===== src/rtl/vga_fb_reader.sv =====
// vga_fb_reader: 640x480 VGA timing generator that scans a 320x240 frame buffer with 2x pixel doubling.
// Optional feature: define TEST_PATTERN_EN to add the test_mode input and an eight-bar colour pattern.
module vga_fb_reader #(
  parameter int H_ACTIVE   = 640,
  parameter int H_FP       = 16,
  parameter int H_SYNC     = 96,
  parameter int H_BP       = 48,
  parameter int V_ACTIVE   = 480,
  parameter int V_FP       = 10,
  parameter int V_SYNC     = 2,
  parameter int V_BP       = 33,
  parameter int FB_W       = 320,
  parameter int ADDR_WIDTH = 20,
  parameter int DATA_WIDTH = 8
) (
  input  logic                  CLOCK_50,
  input  logic                  RESET_N,
`ifdef TEST_PATTERN_EN
  input  logic                  test_mode,
`endif
  output logic [ADDR_WIDTH-1:0] fb_addr,
  output logic                  fb_en,
  output logic                  fb_we,
  input  logic [DATA_WIDTH-1:0] fb_data,
  output logic                  VGA_CLK,
  output logic                  VGA_HS,
  output logic                  VGA_VS,
  output logic                  VGA_BLANK_N,
  output logic                  VGA_SYNC_N,
  output logic [7:0]            VGA_R,
  output logic [7:0]            VGA_G,
  output logic [7:0]            VGA_B,
  output logic                  frame_start
);
  localparam int H_TOTAL = H_ACTIVE + H_FP + H_SYNC + H_BP;
  localparam int V_TOTAL = V_ACTIVE + V_FP + V_SYNC + V_BP;
  localparam int HW      = $clog2(H_TOTAL);
  localparam int VW      = $clog2(V_TOTAL);
  localparam int HS_BEG  = H_ACTIVE + H_FP;
  localparam int HS_END  = HS_BEG + H_SYNC;
  localparam int VS_BEG  = V_ACTIVE + V_FP;
  localparam int VS_END  = VS_BEG + V_SYNC;

  logic                  phase;
  logic                  pix_tick;
  logic [HW-1:0]         h_cnt;
  logic [VW-1:0]         v_cnt;
  logic                  h_last;
  logic                  v_last;
  logic                  active;
  logic                  hs_n;
  logic                  vs_n;
  logic                  en_next;
  logic [ADDR_WIDTH-1:0] addr_next;
  logic                  act_q;
  logic                  hs_q;
  logic                  vs_q;
  logic [23:0]           rgb_next;

  assign pix_tick   = phase;
  assign fb_we      = 1'b0;
  assign VGA_SYNC_N = 1'b0;
  assign h_last     = h_cnt == HW'(H_TOTAL - 1);
  assign v_last     = v_cnt == VW'(V_TOTAL - 1);
  assign active     = (h_cnt < HW'(H_ACTIVE)) && (v_cnt < VW'(V_ACTIVE));
  assign hs_n       = !((h_cnt >= HW'(HS_BEG)) && (h_cnt < HW'(HS_END)));
  assign vs_n       = !((v_cnt >= VW'(VS_BEG)) && (v_cnt < VW'(VS_END)));
  // Each frame-buffer pixel covers a 2x2 block of screen pixels.
  assign addr_next  = ADDR_WIDTH'(v_cnt >> 1) * ADDR_WIDTH'(FB_W) + ADDR_WIDTH'(h_cnt >> 1);

`ifdef TEST_PATTERN_EN
  logic       tm_q;
  logic [2:0] bar;
  logic [2:0] bar_rgb_q;

  assign bar      = 3'(h_cnt / HW'(H_ACTIVE / 8));
  assign en_next  = active && !test_mode;
  assign rgb_next = !act_q ? 24'h0 :
                    tm_q   ? {{8{bar_rgb_q[2]}}, {8{bar_rgb_q[1]}}, {8{bar_rgb_q[0]}}} :
                             {3{8'(fb_data)}};

  // Bar colour is decided with the address so it lines up with fetched pixel data.
  always_ff @(posedge CLOCK_50 or negedge RESET_N)
    if (!RESET_N) begin
      tm_q      <= 1'b0;
      bar_rgb_q <= 3'b000;
    end else if (pix_tick) begin
      tm_q      <= test_mode;
      bar_rgb_q <= {~bar[1], ~bar[2], ~bar[0]};
    end
`else
  assign en_next  = active;
  assign rgb_next = act_q ? {3{8'(fb_data)}} : 24'h0;
`endif

  // Pixel clock divider: phase high marks the pixel-advance cycle.
  always_ff @(posedge CLOCK_50 or negedge RESET_N)
    if (!RESET_N) begin
      phase   <= 1'b0;
      VGA_CLK <= 1'b0;
    end else begin
      phase   <= ~phase;
      VGA_CLK <= phase;
    end

  // Raster position counters.
  always_ff @(posedge CLOCK_50 or negedge RESET_N)
    if (!RESET_N) begin
      h_cnt <= '0;
      v_cnt <= '0;
    end else if (pix_tick) begin
      h_cnt <= h_last ? '0 : h_cnt + 1'b1;
      if (h_last) v_cnt <= v_last ? '0 : v_cnt + 1'b1;
    end

  // Address issue stage; sync and blank are staged alongside to match the memory latency.
  always_ff @(posedge CLOCK_50 or negedge RESET_N)
    if (!RESET_N) begin
      fb_addr     <= '0;
      fb_en       <= 1'b0;
      frame_start <= 1'b0;
      act_q       <= 1'b0;
      hs_q        <= 1'b1;
      vs_q        <= 1'b1;
    end else begin
      frame_start <= pix_tick && (h_cnt == '0) && (v_cnt == '0);
      if (pix_tick) begin
        if (active) fb_addr <= addr_next;
        fb_en <= en_next;
        act_q <= active;
        hs_q  <= hs_n;
        vs_q  <= vs_n;
      end
    end

  // Output stage: one pixel period after the address, memory data is valid.
  always_ff @(posedge CLOCK_50 or negedge RESET_N)
    if (!RESET_N) begin
      {VGA_R, VGA_G, VGA_B} <= 24'h0;
      VGA_BLANK_N           <= 1'b0;
      VGA_HS                <= 1'b1;
      VGA_VS                <= 1'b1;
    end else if (pix_tick) begin
      {VGA_R, VGA_G, VGA_B} <= rgb_next;
      VGA_BLANK_N           <= act_q;
      VGA_HS                <= hs_q;
      VGA_VS                <= vs_q;
    end
endmodule


===== config.mk =====
export PLATFORM = sky130hd
export DESIGN_NAME = vga_fb_reader
export DESIGN_NICKNAME = d
export VERILOG_FILES = /design/src/rtl/vga_fb_reader.sv
export SDC_FILE = /design/constraint.sdc
export NUM_CORES = 1
export LEC_CHECK = 0
export ABC_AREA = 1
export CAP_MARGIN = 10
export CORE_MARGIN = 10
export CORE_UTILIZATION = 50
export DETAILED_ROUTE_END_ITERATION = 6
export GPL_TIMING_DRIVEN = 0
export PLACE_DENSITY_LB_ADDON = 0.12
export SETUP_SLACK_MARGIN = 0.1
export SYNTH_ARGS = -nofsm -noshare
export SYNTH_HDL_FRONTEND = slang
export SYNTH_SLANG_ARGS = --single-unit

===== constraint.sdc =====
create_clock -name CLOCK_50 -period 4.7 [get_ports CLOCK_50]
set_input_delay 0.94 -clock CLOCK_50 [delete_from_list [all_inputs] [get_ports CLOCK_50]]
set_output_delay 0.94 -clock CLOCK_50 [all_outputs]
set_load 0.005 [all_outputs]

* Word-level counts from Yosys, hierarchy flattened
Cells that the tools add are included.
** Operators by class
- Reduce and logical (&&, ||, !) cells :: 11
- Eq/ne operators :: 2
- Mux-type cells :: 3
- Add/subtract/negate cells :: 3
- Bitwise logic cells :: 1
- $lt $le $gt $ge :: 6
- $mul :: 1
** Operators with widths (number)
- 24-bit two-way mux :: 1
- 10-bit by 1-bit adder with 10-bit output, second input constant :: 2
- 10-bit equality test, second input constant :: 2
- 10-bit zero test :: 2
- 10-bit less-than comparator, second input constant :: 2
- 10-bit by 9-bit less-than comparator with 1-bit output, second input constant :: 2
- 10-bit two-way mux :: 2
- 18-bit by 9-bit adder with 19-bit output :: 1
- 9-bit by 3-bit multiplier with 12-bit output, second input constant :: 1
- 10-bit greater-or-equal comparator, second input constant :: 1
- 10-bit by 9-bit greater-or-equal comparator with 1-bit output, second input constant :: 1
- 1-bit logical AND :: 5
- 2-bit AND reduction :: 2
- 1-bit zero test :: 2
- 1-bit inverter :: 1
** Storage, ports and cells
- Word-level logic and storage cells :: 42
- Register bits :: 73
- Output and inout bits :: 52
- Bits of input ports :: 10

* Logic depth before layout (Yosys ltp)
Gate-level depths: netlist of run 1.
- Depth in word-level cells :: 3
- Mapped depth :: 15
- Depth with buffers taken out :: 15

* Least setup slack after synthesis of run 1
Ideal clock, no wire load.
- Path type :: flip-flop to flip-flop
- Start point :: register v_cnt[2]
- End point :: register fb_addr[15]
- Required time :: 4.582 ns
- Cell stages (with the launch flop) :: 13
- Arrival :: 2.147 ns
- Slack :: 2.436 ns
- Buffers on the path :: 0
- Library setup time :: 0.118 ns
- Clock period less this slack :: 2.264 ns
- Cell sequence :: dfrtp_1 > ha_1 > ha_1 > inv_1 > fa_1 > xnor2_1 > nand2_1 > nor2_1 > nand3_1 > nor2_1 > nand2_1 > nand3_1 > nand2_1
** Between the ends
- Cells in the longest elaborated chain, start to end :: 3
- Elaborated cells between the ends (all ways) :: 5
- Classes of those cells :: add/sub (1); mul (1); order compare (1); reduce/logical (2)
** Ends and longest elaborated chain
- start, declared :: line 47 : logic [VW-1:0] v_cnt;
- start signal, assigned :: line 113 : if (h_last) v_cnt <= v_last ? '0 : v_cnt + 1'b1;
- branches (longest 3 deep; another with 18-bit by 9-bit adder with 19-bit output)
- end signal, assigned :: line 128 : if (active) fb_addr <= addr_next;
- end, declared :: line 21 : output logic [ADDR_WIDTH-1:0] fb_addr,
Several ways; the timed one is not identified.
A chain may end at the register's enable or synchronous reset.

* Worst setup path after layout of run 1
Ends and elaborated chain as after synthesis.

==> results_dict.tcl, run 1 <==
set metrics [dict create \
    status "finished, final reports clean" \
    slowest_delay_ns 0.49 \
    r2r_start "v_cnt[2]$_DFFE_PN0P_" \
    syn_avg_cell_area_um2 7.97 \
    ys_async_sr_fraction 1.00 \
    drt_drc_violations_left 0 \
    hold_class "register to register" \
    insertedDiodeCount 0 \
    io_buffers 58 \
    peakVddDrop_v 0.000170 \
    cts_buffers 5 \
    dieArea_mm2 0.0102 \
    via_per_inst 5.00 \
    post-route-min-period_ns 2.56 \
    yosysTopAreaCell "dfrtp_1" \
    ys_seq_area_frac 0.428 \
    leakagePower_nw 1.99 \
    antenna_found_initial 0 \
    endpoint_kind "register" \
    cts_resized 0 \
    final_cells 558 \
    fmax_mhz 391 \
    post-place-ws_ns 2.18 \
    path_class "register to register" \
    synthFlopType "dfrtp_1" \
    dr.pass1.iters 4 \
    synth_edf_count 0 \
    hold_viol 0 \
    layout.cells.most_common_list "nand2_1 (117), clkdlybuf4s50_1 (57), dfrtp_1 (52), inv_1 (52), nand3_1 (30)" \
    ioPinCount 62 \
    crit_chain "ha_1 -> ha_1 -> inv_1 -> fa_1 -> xnor2_1 -> nand2_1 -> nor2_1 -> nand3_1 -> nor2_1 -> nand2_1 -> nand3_1 -> nand2_1" \
    initial_core_util 0.517 \
    finalWorstSetupSlack_ns 2.14 \
    reg2reg_depth 12 \
    grt_pass1_wl_um 12000 \
    root_buffer "clkbuf_8" \
    holdCritStartpoint "phase$_DFF_PN0_" \
    netlist_top_cells_area "dfrtp_1 (40%), nand2_1 (13%), ha_1 (8.0%)" \
    drive_above_1_share 0.0852 \
    crit_path_start_kind "register" \
    h-tree-depth 2 \
    arrival_ns 2.75 \
    cp_max_fo 7 \
    finClkSkew_ns 0.00961 \
    finalCritPeriodShare 0.544 \
    seqCellArea_mm2 0.00141 \
    report.final.slew_viol_count 0 \
    routed_wl_um 7200 \
    gr-usage-all-layers 0.142 \
    crit_top_cell "nand2_1" \
    worstReg2RegEnd "fb_addr[15]$_DFFE_PN0P_" \
    min_to "VGA_CLK$_DFF_PN0_" \
    multiInputGateArea_mm2 0.00150 \
    clk_path_buf_depth 2 \
    n_fill_cell 570 \
    synth-seq-cells 56 \
    chipHeight_um 101 \
    clock_latency_ns 0.31 \
    vias 2790 \
    max_cap_violations 0 \
    tns_ns 0 \
    synthCells 412 \
    dp.cells 550 \
    drtIter0Drc 117 \
    ant_nets 0 \
    finalSetupViolCount 0 \
    powerDensity_mw_per_mm2 198 \
    syn_area_mm2 0.00328 \
    cts_setup_buffers 0 \
    syn2layout_area_growth_pct 24.0 \
    gp_congestion 0.833 \
    slowest_stage "dfrtp_1" \
    synth.distinct_cells 28 \
    hpwl_um 5770 \
    reg2reg_slack_ns 2.14 \
    synthDominantCellAreaShare 0.396 \
    overflow 0 \
    tritoncts "yes" \
    hold_depth 0 \
    cts_sinks 56 \
    fin_nets 513 \
    grt_pass1_vias 2542 \
    layout_commonest_cell "nand2_1" \
    grt_max_degree 42 \
    wl_per_cell_um 12.9 \
    coreArea_mm2 0.00635 \
    yosysWarningCount 0 \
    row_count 29 \
    cts.clk_slew.worst_paths_ns 0.10 \
    ctsHoldBuffers 0 \
    grt_setup_unrepaired "false" \
    required_ns 4.90 \
    die_w_um 101 \
]
==> cells in the mapped netlist (3+ instances only) <==
master / instances
inv_2: 3
dfrtp_1: 52
nor4_1: 3
inv_1: 52
ha_1: 21
nand2_1: 117
and3_1: 4
clkbuf_1: 7
nand4_1: 13
buf_4: 20
nand3_1: 30
dfstp_2: 4
o21ai_0: 26
nor3_1: 7
a21oi_1: 6
xor2_1: 9
nor2_1: 22
==> per-layer routing <==
metal  vias up  wire length [um]  global-route usage
met2        54              3360               0.223
met3         5               452              0.0364
met4         0                78              0.0407
met1      1297              3320               0.189
met5         -                 0                   0
li1       1434                 -                   -
==> report_power, final <==
| part | total (mW) | leakage (nW) | internal, mW | switching, mW |
|---|---|---|---|---|
| combinational | 0.0562 | 1.23 | 0.0361 | 0.0201 |
| clock | 0.261 | 0.0414 | 0.106 | 0.155 |
| sequential | 0.489 | 0.712 | 0.485 | 0.00342 |
| total | 0.806 | 1.99 | 0.628 | 0.179 |
==> worst max-delay path, delay by kind of cell (launching register included) <==
kind	cells	cell delay (ns)
XOR/XNOR	1	0.22
adder cells (fa/ha/maj)	3	0.92
buffers and inverters	1	0.06
flip-flops	1	0.49
AND/OR/NAND/NOR	7	0.76
==> state kept, by name, indices dropped and copies added (netlist names), 8 cells and up <==
signal	cells
fb_addr	19
h_cnt	10
VGA_R	8
v_cnt	10
==> area by class of cell <==
cell class | count | share of cell area
sequential | 56 | 0.345
clock buffer | 6 | 0.0178
clock inverter | 2 | 0.00400
buffer | 28 | 0.0446
inverter | 55 | 0.0507
multi-input combinational | 275 | 0.368
timing repair buffer | 59 | 0.146
tap | 77 | 0.0237
==> worst max-delay path by stage <==
stage | start | end | cells after the start
3_3_place_gp | RESET_N | VGA_R[0]$_DFFE_PN0P_ | 1
3_5_place_dp | v_cnt[2]$_DFFE_PN0P_ | fb_addr[15]$_DFFE_PN0P_ | 12
5_1_grt | v_cnt[2]$_DFFE_PN0P_ | fb_addr[17]$_DFFE_PN0P_ | 13
6_report | v_cnt[2]$_DFFE_PN0P_ | fb_addr[15]$_DFFE_PN0P_ | 12
2_1_floorplan | v_cnt[2]$_DFFE_PN0P_ | fb_addr[15]$_DFFE_PN0P_ | 12
4_1_cts | v_cnt[2]$_DFFE_PN0P_ | fb_addr[15]$_DFFE_PN0P_ | 12
==> metrics by stage <==
stage	hold slack (ns)	total power [mW]	instance area (um2)	util
final	0.407	0.806	4070	0.641
after detailed placement	0.377	0.556	3980	0.627
after CTS	0.409	0.818	4070	0.641
after floorplan	0.355	0.514	3290	-
after global routing	0.418	0.842	4070	0.641
after global placement	0.366	0.553	3970	0.625
==> cells by family (layout without fill, tap and decap cells) <==
logic type	after synthesis	in the layout	share of synthesized area
xor+xnor	11	11	0.0293
flops	56	56	0.428
buf+inv	83	150	0.118
simple gates	201	201	0.271
fa+ha+maj	23	23	0.0922
other cells	1	3	0.00114
compound gates	37	37	0.0598
No activity file was read; power rests on OpenSTA's default activity.
==> run 2: changes to the inputs <==
- clock period: 4.7 -> 2.7 ns (I/O delays scaled with it)
==> run 2 against run 1 <==
Compared with the run above: clock power increased by 74%; count of clock-buffer cells in the layout unchanged; first-iteration DRC count increased by 1.7%; maximum frequency increased by 6.0%; design area increased by 0.68%; total power increased by 74%; die area unchanged; largest power group unchanged.
==> results_dict.tcl, run 2 (synthesis results as in run 1) <==
set metrics [dict create \
    antenna_found_initial 0 \
    clock_latency_ns 0.31 \
    seqCellArea_mm2 0.00141 \
    grt_max_degree 42 \
    dr.pass1.iters 4 \
    fin_nets 516 \
    peakVddDrop_v 0.000296 \
    hpwl_um 5770 \
    overflow 0 \
    post-route-min-period_ns 2.41 \
    ant_nets 0 \
    finalCritPeriodShare 0.893 \
    row_count 29 \
    vias 2816 \
    cts.clk_slew.worst_paths_ns 0.10 \
    die_w_um 101 \
    max_cap_violations 0 \
    n_fill_cell 563 \
    insertedDiodeCount 0 \
    tns_ns 0 \
    largest_register "fb_addr" \
    grt_pass1_wl_um 12000 \
    cts_sinks 56 \
    hold_viol 0 \
    crit_chain "ha_1 -> ha_1 -> inv_1 -> fa_1 -> xnor2_1 -> nand2_1 -> nor2_2 -> nand3_1 -> nor2_1 -> nand2_1 -> nand3_1 -> nand2_1" \
    report.final.slew_viol_count 0 \
    h-tree-depth 2 \
    chipHeight_um 101 \
    grtUsageMet1 0.189 \
    initial_core_util 0.517 \
    drive_above_1_share 0.0971 \
    dieArea_mm2 0.0102 \
    path_class "register to register" \
    slowest_stage "dfrtp_2" \
    fin_util 0.646 \
    crit_top_cell "nand2_1" \
    routed_wl_um 7280 \
    grt_setup_unrepaired "false" \
    tritoncts "yes" \
    ioPinCount 62 \
    io_buffers 58 \
    endpoint_kind "register" \
    syn2layout_area_growth_pct 24.8 \
    grt_pass1_vias 2542 \
    top_regs "fb_addr (19), h_cnt (10), v_cnt (10)" \
    drtIter0Drc 119 \
    busiest_layer "met2" \
    use_met2 0.223 \
    grtUsageMet3 0.0364 \
    gr-usage-all-layers 0.142 \
    arrival_ns 2.61 \
    wl_per_cell_um 13.0 \
    clk_path_buf_depth 2 \
    status "finished, final reports clean" \
    finalSetupViolCount 0 \
    dpl_cell_area_mm2 0.00398 \
    required_ns 2.90 \
    slowest_delay_ns 0.44 \
    dp.cells 550 \
    fmax_mhz 415 \
    multiInputGateArea_mm2 0.00150 \
    root_buffer "clkbuf_8" \
    layout.cells.most_common_list "nand2_1 (117), clkdlybuf4s50_1 (57), inv_1 (52)" \
    hold_class "input pin to async pin" \
    cp_max_fo 3 \
    drt_drc_violations_left 0 \
    gp_congestion 0.833 \
    final_cells 561 \
    leakagePower_nw 2.00 \
    coreArea_mm2 0.00635 \
    layout_commonest_cell "nand2_1" \
    finClkSkew_ns 0.00896 \
    largest_register_ffs 19 \
    cts_buffers 5 \
    via_per_inst 5.02 \
    crit_path_start_kind "register" \
    powerDensity_mw_per_mm2 342 \
    design_area_mm2 0.00410 \
]
==> run 2: cell types whose count changed in the layout (fill, tap and decap cells not counted), sizes merged <==
cell,delta
buf,+3
==> run 2: layout make-up <==
class                   instances  area share
plain buffers                  28      0.0443
clock buffers                   6      0.0177
clock inverters                 2     0.00397
inverters                      55      0.0504
multi-input cells             275       0.366
flip-flops and latches         56       0.344
well taps                      77      0.0235
repair buffers                 62       0.151
==> run 2: what timing repair did <==
item | 4_1_cts | 5_1_grt
hold endpoints to repair | 0 | 0
gates resized for setup | 0 | 3
buffers inserted | 0 | 3
endpoints found under the setup margin | 0 | 4
hold buffers | 0 | 0
==> run 2: critical path, delay by kind of cell (launching register included) <==
kind | cells | cell delay, ns
simple gates | 7 | 0.72
xor+xnor | 1 | 0.20
fa+ha+maj | 3 | 0.87
buf+inv | 1 | 0.06
flops | 1 | 0.44
==> run 2: power breakdown <==
group | internal (mW) | total, mW | switching [mW]
Clock | 0.185 | 0.455 | 0.270
Combinational | 0.0628 | 0.0978 | 0.0349
Sequential | 0.844 | 0.850 | 0.00595
==> run 2: stage by stage <==
stage / hold slack (ns) / setup slack (ns) / power (mW)
final: 0.148 / 0.290 / 1.40
after global routing: 0.152 / 0.135 / 1.47
after CTS: 0.148 / 0.153 / 1.42
after detailed placement: 0.377 / 0.183 / 0.968
after global placement: 0.366 / -0.666 / 0.963
after floorplan: 0.244 / 0.436 / 0.895
==> run 2: worst paths after layout <==
| path | startpoint | to | slack (ns) | cells past startpoint |
|---|---|---|---|---|
| min in group CLOCK_50 | phase$_DFF_PN0_ | VGA_CLK$_DFF_PN0_ | 0.41 | 0 |
| max | v_cnt[4]$_DFFE_PN0P_ | fb_addr[15]$_DFFE_PN0P_ | 0.29 | 12 |
| min | RESET_N | v_cnt[6]$_DFFE_PN0P_ | 0.15 | 1 |
| min reg2reg | phase$_DFF_PN0_ | VGA_CLK$_DFF_PN0_ | 0.41 | 0 |
| max reg2reg | v_cnt[4]$_DFFE_PN0P_ | fb_addr[15]$_DFFE_PN0P_ | 0.29 | 12 |
| max in group asynchronous | RESET_N | VGA_HS$_DFFE_PN1P_ | 1.94 | 2 |
==> run 2: layer usage <==
metal	wire (um)	part of all wire	up-vias
li1	-	-	1441
met1	3270	0.45	1298
met2	3370	0.46	69
met3	540	0.074	8
met4	95	0.013	0
met5	0	0	-
